File: config.mk
export PLATFORM = sky130hd
export DESIGN_NAME = ov7670_stream_gen
export DESIGN_NICKNAME = d
export VERILOG_FILES = /design/src/rtl/ov7670_stream_gen.sv
export SDC_FILE = /design/constraint.sdc
export NUM_CORES = 1
export LEC_CHECK = 0
export ABC_CLOCK_PERIOD_IN_PS = 4400
export CORE_MARGIN = 2
export CORE_UTILIZATION = 55
export CTS_BUF_LIST = sky130_fd_sc_hd__clkbuf_4 sky130_fd_sc_hd__clkbuf_8 sky130_fd_sc_hd__clkbuf_16
export DETAILED_ROUTE_END_ITERATION = 8
export PLACE_DENSITY = 0.75
export SKIP_CTS_REPAIR_TIMING = 1
export SLEW_MARGIN = 20
export SYNTH_ARGS = -nofsm -noshare
export SYNTH_HDL_FRONTEND = slang
export SYNTH_SLANG_ARGS = --single-unit
File: constraint.sdc
create_clock -name clk -period 4.4 [get_ports clk]
set_input_delay 1.32 -clock clk [delete_from_list [all_inputs] [get_ports clk]]
set_output_delay 1.32 -clock clk [all_outputs]
set_load 0.05 [all_outputs]
File: src/rtl/ov7670_stream_gen.sv
// OV7670-style camera source: generates PCLK/VSYNC/HREF/D in VGA RGB565
// timing with a selectable test pattern, two bytes per pixel.
module ov7670_stream_gen #(
    parameter int H_ACTIVE  = 640,
    parameter int H_TOTAL   = 784,
    parameter int V_SYNC    = 3,
    parameter int V_BACK    = 17,
    parameter int V_ACTIVE  = 480,
    parameter int V_TOTAL   = 510,
    parameter int PCLK_HALF = 1
) (
    input  logic       clk,
    input  logic       reset,
    input  logic       enable,
    input  logic [1:0] pattern_sel,
    output logic       pclk,
    output logic       vsync,
    output logic       href,
    output logic [7:0] d,
    output logic       frame_done,
    output logic [7:0] frame_cnt
);

    localparam int PH_W = $clog2(2*PCLK_HALF + 1);
    localparam int BW   = $clog2(2*H_TOTAL + 1);
    localparam int LW   = $clog2(V_TOTAL + 1);

    localparam logic [PH_W-1:0] PH_LAST   = PH_W'(2*PCLK_HALF - 1);
    localparam logic [PH_W-1:0] PH_HALF   = PH_W'(PCLK_HALF);
    localparam logic [BW-1:0]   BYTE_LAST = BW'(2*H_TOTAL - 1);
    localparam logic [BW-1:0]   ACT_BYTES = BW'(2*H_ACTIVE);
    localparam logic [BW-1:0]   BAR_LAST  = BW'(H_ACTIVE/8 - 1);
    localparam logic [LW-1:0]   LINE_LAST = LW'(V_TOTAL - 1);
    localparam logic [LW-1:0]   SYNC_END  = LW'(V_SYNC);
    localparam logic [LW-1:0]   ACT_FIRST = LW'(V_SYNC + V_BACK);
    localparam logic [LW-1:0]   ACT_END   = LW'(V_SYNC + V_BACK + V_ACTIVE);

    typedef enum logic {IDLE, RUN} state_t;

    logic [PH_W-1:0] ph, ph_nx;
    logic            slot;
    state_t          state, state_nx;
    logic [LW-1:0]   line, line_nx;
    logic [BW-1:0]   bcnt, bcnt_nx;
    logic [1:0]      pat, pat_nx;
    logic [2:0]      bar_idx, bar_idx_nx;
    logic [BW-1:0]   bar_cnt, bar_cnt_nx;
    logic            fdone_nx;
    logic            vsync_nx, href_nx;
    logic [7:0]      d_nx;
    logic [7:0]      px, ypos, g;
    logic [15:0]     rgb;

    // A slot edge is where the phase wraps and pclk falls.
    assign slot  = (ph == PH_LAST);
    assign ph_nx = slot ? '0 : ph + 1'b1;

    // Free-running phase counter and registered pclk.
    always_ff @(posedge clk or posedge reset) begin
        if (reset) begin
            ph   <= '0;
            pclk <= 1'b0;
        end else begin
            ph   <= ph_nx;
            pclk <= (ph_nx >= PH_HALF);
        end
    end

    // State register: FSM state, raster counters, latched pattern, bar tracker.
    always_ff @(posedge clk or posedge reset) begin
        if (reset) begin
            state   <= IDLE;
            line    <= '0;
            bcnt    <= '0;
            pat     <= '0;
            bar_idx <= '0;
            bar_cnt <= '0;
        end else begin
            state   <= state_nx;
            line    <= line_nx;
            bcnt    <= bcnt_nx;
            pat     <= pat_nx;
            bar_idx <= bar_idx_nx;
            bar_cnt <= bar_cnt_nx;
        end
    end

    // Next-state: raster advance on slot edges; frames always run to completion.
    always_comb begin
        state_nx   = state;
        line_nx    = line;
        bcnt_nx    = bcnt;
        pat_nx     = pat;
        fdone_nx   = 1'b0;
        bar_idx_nx = bar_idx;
        bar_cnt_nx = bar_cnt;
        if (slot) begin
            case (state)
                IDLE: begin
                    if (enable) begin
                        state_nx = RUN;
                        line_nx  = '0;
                        bcnt_nx  = '0;
                        pat_nx   = pattern_sel;
                    end
                end
                RUN: begin
                    if (bcnt == BYTE_LAST) begin
                        bcnt_nx = '0;
                        if (line == LINE_LAST) begin
                            line_nx  = '0;
                            fdone_nx = 1'b1;
                            if (enable) pat_nx   = pattern_sel;
                            else        state_nx = IDLE;
                        end else begin
                            line_nx = line + 1'b1;
                        end
                    end else begin
                        bcnt_nx = bcnt + 1'b1;
                    end
                end
                default: state_nx = IDLE;
            endcase
            // Bar index follows the pixel being emitted; it steps on even bytes
            // once H_ACTIVE/8 pixels have gone by, avoiding a divider.
            if (bcnt_nx == '0) begin
                bar_idx_nx = '0;
                bar_cnt_nx = '0;
            end else if (!bcnt_nx[0]) begin
                if (bar_cnt == BAR_LAST) begin
                    bar_cnt_nx = '0;
                    bar_idx_nx = bar_idx + 1'b1;
                end else begin
                    bar_cnt_nx = bar_cnt + 1'b1;
                end
            end
        end
    end

    // Output decode from the upcoming raster position.
    always_comb begin
        px   = 8'(bcnt_nx >> 1);
        ypos = 8'(line_nx - ACT_FIRST);
        g    = px;
        case (pat_nx)
            2'd0: begin
                case (bar_idx_nx)
                    3'd0:    rgb = 16'hFFFF;
                    3'd1:    rgb = 16'hFFE0;
                    3'd2:    rgb = 16'h07FF;
                    3'd3:    rgb = 16'h07E0;
                    3'd4:    rgb = 16'hF81F;
                    3'd5:    rgb = 16'hF800;
                    3'd6:    rgb = 16'h001F;
                    default: rgb = 16'h0000;
                endcase
            end
            2'd1:    rgb = {g[7:3], g[7:2], g[7:3]};
            2'd2:    rgb = (px[3] ^ (|(ypos & 8'h08))) ? 16'hFFFF : 16'h0000;
            default: rgb = 16'hFFFF;
        endcase
        vsync_nx = (state_nx == RUN) && (line_nx < SYNC_END);
        href_nx  = (state_nx == RUN) && (line_nx >= ACT_FIRST) &&
                   (line_nx < ACT_END) && (bcnt_nx < ACT_BYTES);
        d_nx     = href_nx ? (bcnt_nx[0] ? rgb[7:0] : rgb[15:8]) : 8'h00;
    end

    // Pin registers: sync/data move only on slot edges; frame pulse is one clk.
    always_ff @(posedge clk or posedge reset) begin
        if (reset) begin
            vsync      <= 1'b0;
            href       <= 1'b0;
            d          <= 8'h00;
            frame_done <= 1'b0;
            frame_cnt  <= 8'h00;
        end else begin
            frame_done <= fdone_nx;
            if (fdone_nx) frame_cnt <= frame_cnt + 8'd1;
            if (slot) begin
                vsync <= vsync_nx;
                href  <= href_nx;
                d     <= d_nx;
            end
        end
    end

endmodule
==> flow_metrics.tcl, run 1 <==
set metrics [dict create \
    worst-r2r-cell-count 11 \
    switching_power_mw 0.234 \
    hold_viol_final 0 \
    synth-async-reset-ratio 1.00 \
    worst_setup_path_start_kind "primary input" \
    syn-num-nets 376 \
    drt_iter0_markers 259 \
    clock_latency_ps 340 \
    die_w_um 82.2 \
    p_seq_frac 0.488 \
    area_delta_synth_final_pct 16.7 \
    grt_max_degree 38 \
    htree_levels 3 \
    synth_edf_count 0 \
    switching_share 0.211 \
    yosysUniqueCellTypes 55 \
    p_leak_nw 1.74 \
    rows 28 \
    comb_power_share 0.016 \
    drive_gt1_frac 0.105 \
    cts_made_buffers 9 \
    drt_pass1_iterations 5 \
    initial_core_util 0.569 \
    drt-total-wl_um 8030 \
    worst_pin_slew_ps 717 \
    hold_end "frame_cnt[7]$_DFFE_PP0P_" \
    die_h_um 82.2 \
    die-area_sq_mm 0.00676 \
    holdCritStartpoint "frame_cnt[7]$_DFFE_PP0P_" \
    num_vias 2927 \
    cellPowerDensity_mw_per_mm2 283 \
    pin_count 25 \
    timing.rr.end "d[0]$_DFFE_PP0P_" \
    required_ps 4620 \
    rsz0062_at_grt "no" \
    cts_root_buf "clkbuf_8" \
    wl_per_cell_um 16.9 \
    drc_errors 0 \
    critPathArrivalTime_ps 4000 \
    power.total_mw 1.11 \
    n_antenna_cell 0 \
    status "finished clean" \
    final.min_clock_period_ps 3780 \
    grt_overflow 0 \
    via_per_inst 6.15 \
    r2r-start "bcnt[5]$_DFF_PP0_" \
    clk_path_buf_depth 2 \
    regArea_sq_mm 0.00148 \
    clk_pin_slew_ps 70 \
    peakVddDrop_mv 0.232 \
    finalSetupTns_ps 0 \
    worst-setup-path-type "primary input to flip-flop" \
    yosys_warnings 0 \
    cts_tree "yes" \
    grt_pass1_wl_um 13000 \
    endpoint_kind "flip-flop" \
    synthFlopType "dfrtp_1" \
    ys_ff_latch 59 \
    maxCapViolCount 0 \
    clock.fmax_mhz 265 \
    clockPowerShare 0.495 \
    hold_depth 1 \
    first_global_vias 2760 \
    drtAntennaViolNets 0 \
    fin_crit_sh 0.858 \
    gr-usage-all-layers 0.257 \
    drv_slew 0 \
    num-fill-cells 465 \
    dp.final_hpwl_um 5640 \
    cp_max_fo 6 \
    antenna_found_initial 0 \
    multi_input_area_sq_mm 0.00174 \
    fp.coreArea_sq_mm 0.00592 \
    setup_viol 0 \
    gp_congestion 0.874 \
    p_int_mw 0.876 \
    slew_headroom 0.522 \
    syn_inst 364 \
    skew_ps 12.7 \
    clock-sinks 59 \
    min_path_type "flip-flop to flip-flop" \
    avgSynthCellArea_sq_um 9.25 \
    netlist_area_sq_mm 0.00337 \
    portBuffers 24 \
    synth-seq-area-share 0.438 \
    rrSetupSlack_ps 630 \
    nets 408 \
]
worst max-delay path by stage:
stage | to | cells past startpoint | startpoint
floorplan | d[0]$_DFFE_PP0P_ | 11 | bcnt[5]$_DFF_PP0_
global placement | d[1]$_DFFE_PP0P_ | 13 | enable
detailed placement | d[0]$_DFFE_PP0P_ | 13 | enable
CTS | d[0]$_DFFE_PP0P_ | 13 | enable
global route | d[2]$_DFFE_PP0P_ | 13 | enable
finish | d[0]$_DFFE_PP0P_ | 13 | enable
per-stage QoR:
stage	setup slack, ps	cells	utilization	cell area, sq um	hold slack, ps
after floorplan	925	364	-	3370	463
after global placement	511	460	0.627	3710	459
after detailed placement	353	460	0.627	3710	468
after CTS	655	476	0.664	3930	477
after global routing	400	476	0.664	3930	496
final	623	476	0.664	3930	474
routing by layer:
| layer | track usage | share of wire | vias up | routed length [um] |
|---|---|---|---|---|
| met5 | 0 | 0 | - | 0 |
| met2 | 0.411 | 0.48 | 99 | 3870 |
| met1 | 0.346 | 0.44 | 1406 | 3560 |
| li1 | - | - | 1408 | - |
| met3 | 0.0576 | 0.059 | 14 | 470 |
| met4 | 0.0833 | 0.016 | 0 | 125 |
power by group through the flow:
stage / clock (mW) / combinational (mW) / sequential (mW)
global route: 0.586 / 0.0206 / 0.542
finish: 0.550 / 0.0179 / 0.542
floorplan: 0 / 0.00916 / 0.553
CTS: 0.558 / 0.0186 / 0.542
global placement: 0 / 0.0181 / 0.552
detailed placement: 0 / 0.0185 / 0.552
Yosys cell counts (6+ instances only):
cell       n  area (sq um)
xnor2_1   12           105
mux2i_1    6          60.1
nand4_1   10          62.6
and3_1     6          37.5
nand2_1   35           131
o21ai_0   25           125
dfrtp_1   59          1480
nor3_1    10          50.1
a21oi_1   14          70.1
ha_1       7          87.6
inv_1     22          82.6
nand3_1   15          75.1
nor2_1    23          86.3
nor2b_1    6          37.5
a22oi_1    9          67.6
clkbuf_1  11          41.3
a22o_1     7          61.3
cell families after synthesis:
family,count (synthesis),share of synthesized area
simple gates,142,0.226
compound gates,94,0.190
flops,59,0.438
buf+inv,35,0.0435
xor+xnor,17,0.0442
mux,10,0.0312
fa+ha+maj,7,0.0260
placed cells by master (no fill, tap or decap), types with 9 or more instances in the layout:
cell              n
o21ai_0          25
xnor2_1          12
nand4_1          10
nand3_1          15
a22oi_1           9
clkdlybuf4s50_1  24
a21oi_1          14
buf_4            10
nand2_1          35
nor2_1           23
clkbuf_8          9
dfrtp_1          59
inv_1            21
nor3_1           10
flip-flops by register name, summed over array words and instances, names as in the netlist:
register	flops
bar_cnt	11
bcnt	11
line	9
d	8
frame_cnt	8
bar_idx	3
pat	2
ph	2
frame_done	1
href	1
pclk	1
state	1
vsync	1
critical path: stages:
cell and delay [ps]:
clkdlybuf4s50_1 520, nor2_1 100, nor2_1 230, nand2_1 130
o21ai_0 250, o31ai_1 160, ha_1 330, xnor2_1 160
a21oi_1 60, buf_4 150, a21oi_1 210, nand2_1 110
a32o_1 280
final cells by class:
cell class	count	share of cell area
multi-input combinational	270	0.444
sequential	59	0.376
timing repair buffer	34	0.0803
clock buffer	11	0.0354
tap	75	0.0239
inverter	22	0.0210
clock inverter	5	0.0197
Note: power is estimated with default switching activity, not from simulation.
==> inputs of run 2 (changes only) <==
--- a/config.mk
+++ b/config.mk
@@ -10,6 +10,7 @@
 export CORE_UTILIZATION = 55
 export CTS_BUF_LIST = sky130_fd_sc_hd__clkbuf_4 sky130_fd_sc_hd__clkbuf_8 sky130_fd_sc_hd__clkbuf_16
 export DETAILED_ROUTE_END_ITERATION = 8
+export GPL_ROUTABILITY_DRIVEN = 0
 export PLACE_DENSITY = 0.75
 export SKIP_CTS_REPAIR_TIMING = 1
 export SLEW_MARGIN = 20
==> results of run 2 <==
No change in the layout: final DEF, timing and power equal those of run 1.
==> inputs of run 3 (changes only) <==
--- a/config.mk
+++ b/config.mk
@@ -13,6 +13,7 @@
 export GPL_ROUTABILITY_DRIVEN = 0
 export PLACE_DENSITY = 0.75
 export SKIP_CTS_REPAIR_TIMING = 1
+export SKIP_LAST_GASP = 1
 export SLEW_MARGIN = 20
 export SYNTH_ARGS = -nofsm -noshare
 export SYNTH_HDL_FRONTEND = slang
==> results of run 3 <==
No change in the layout: final DEF, timing and power equal those of run 1.
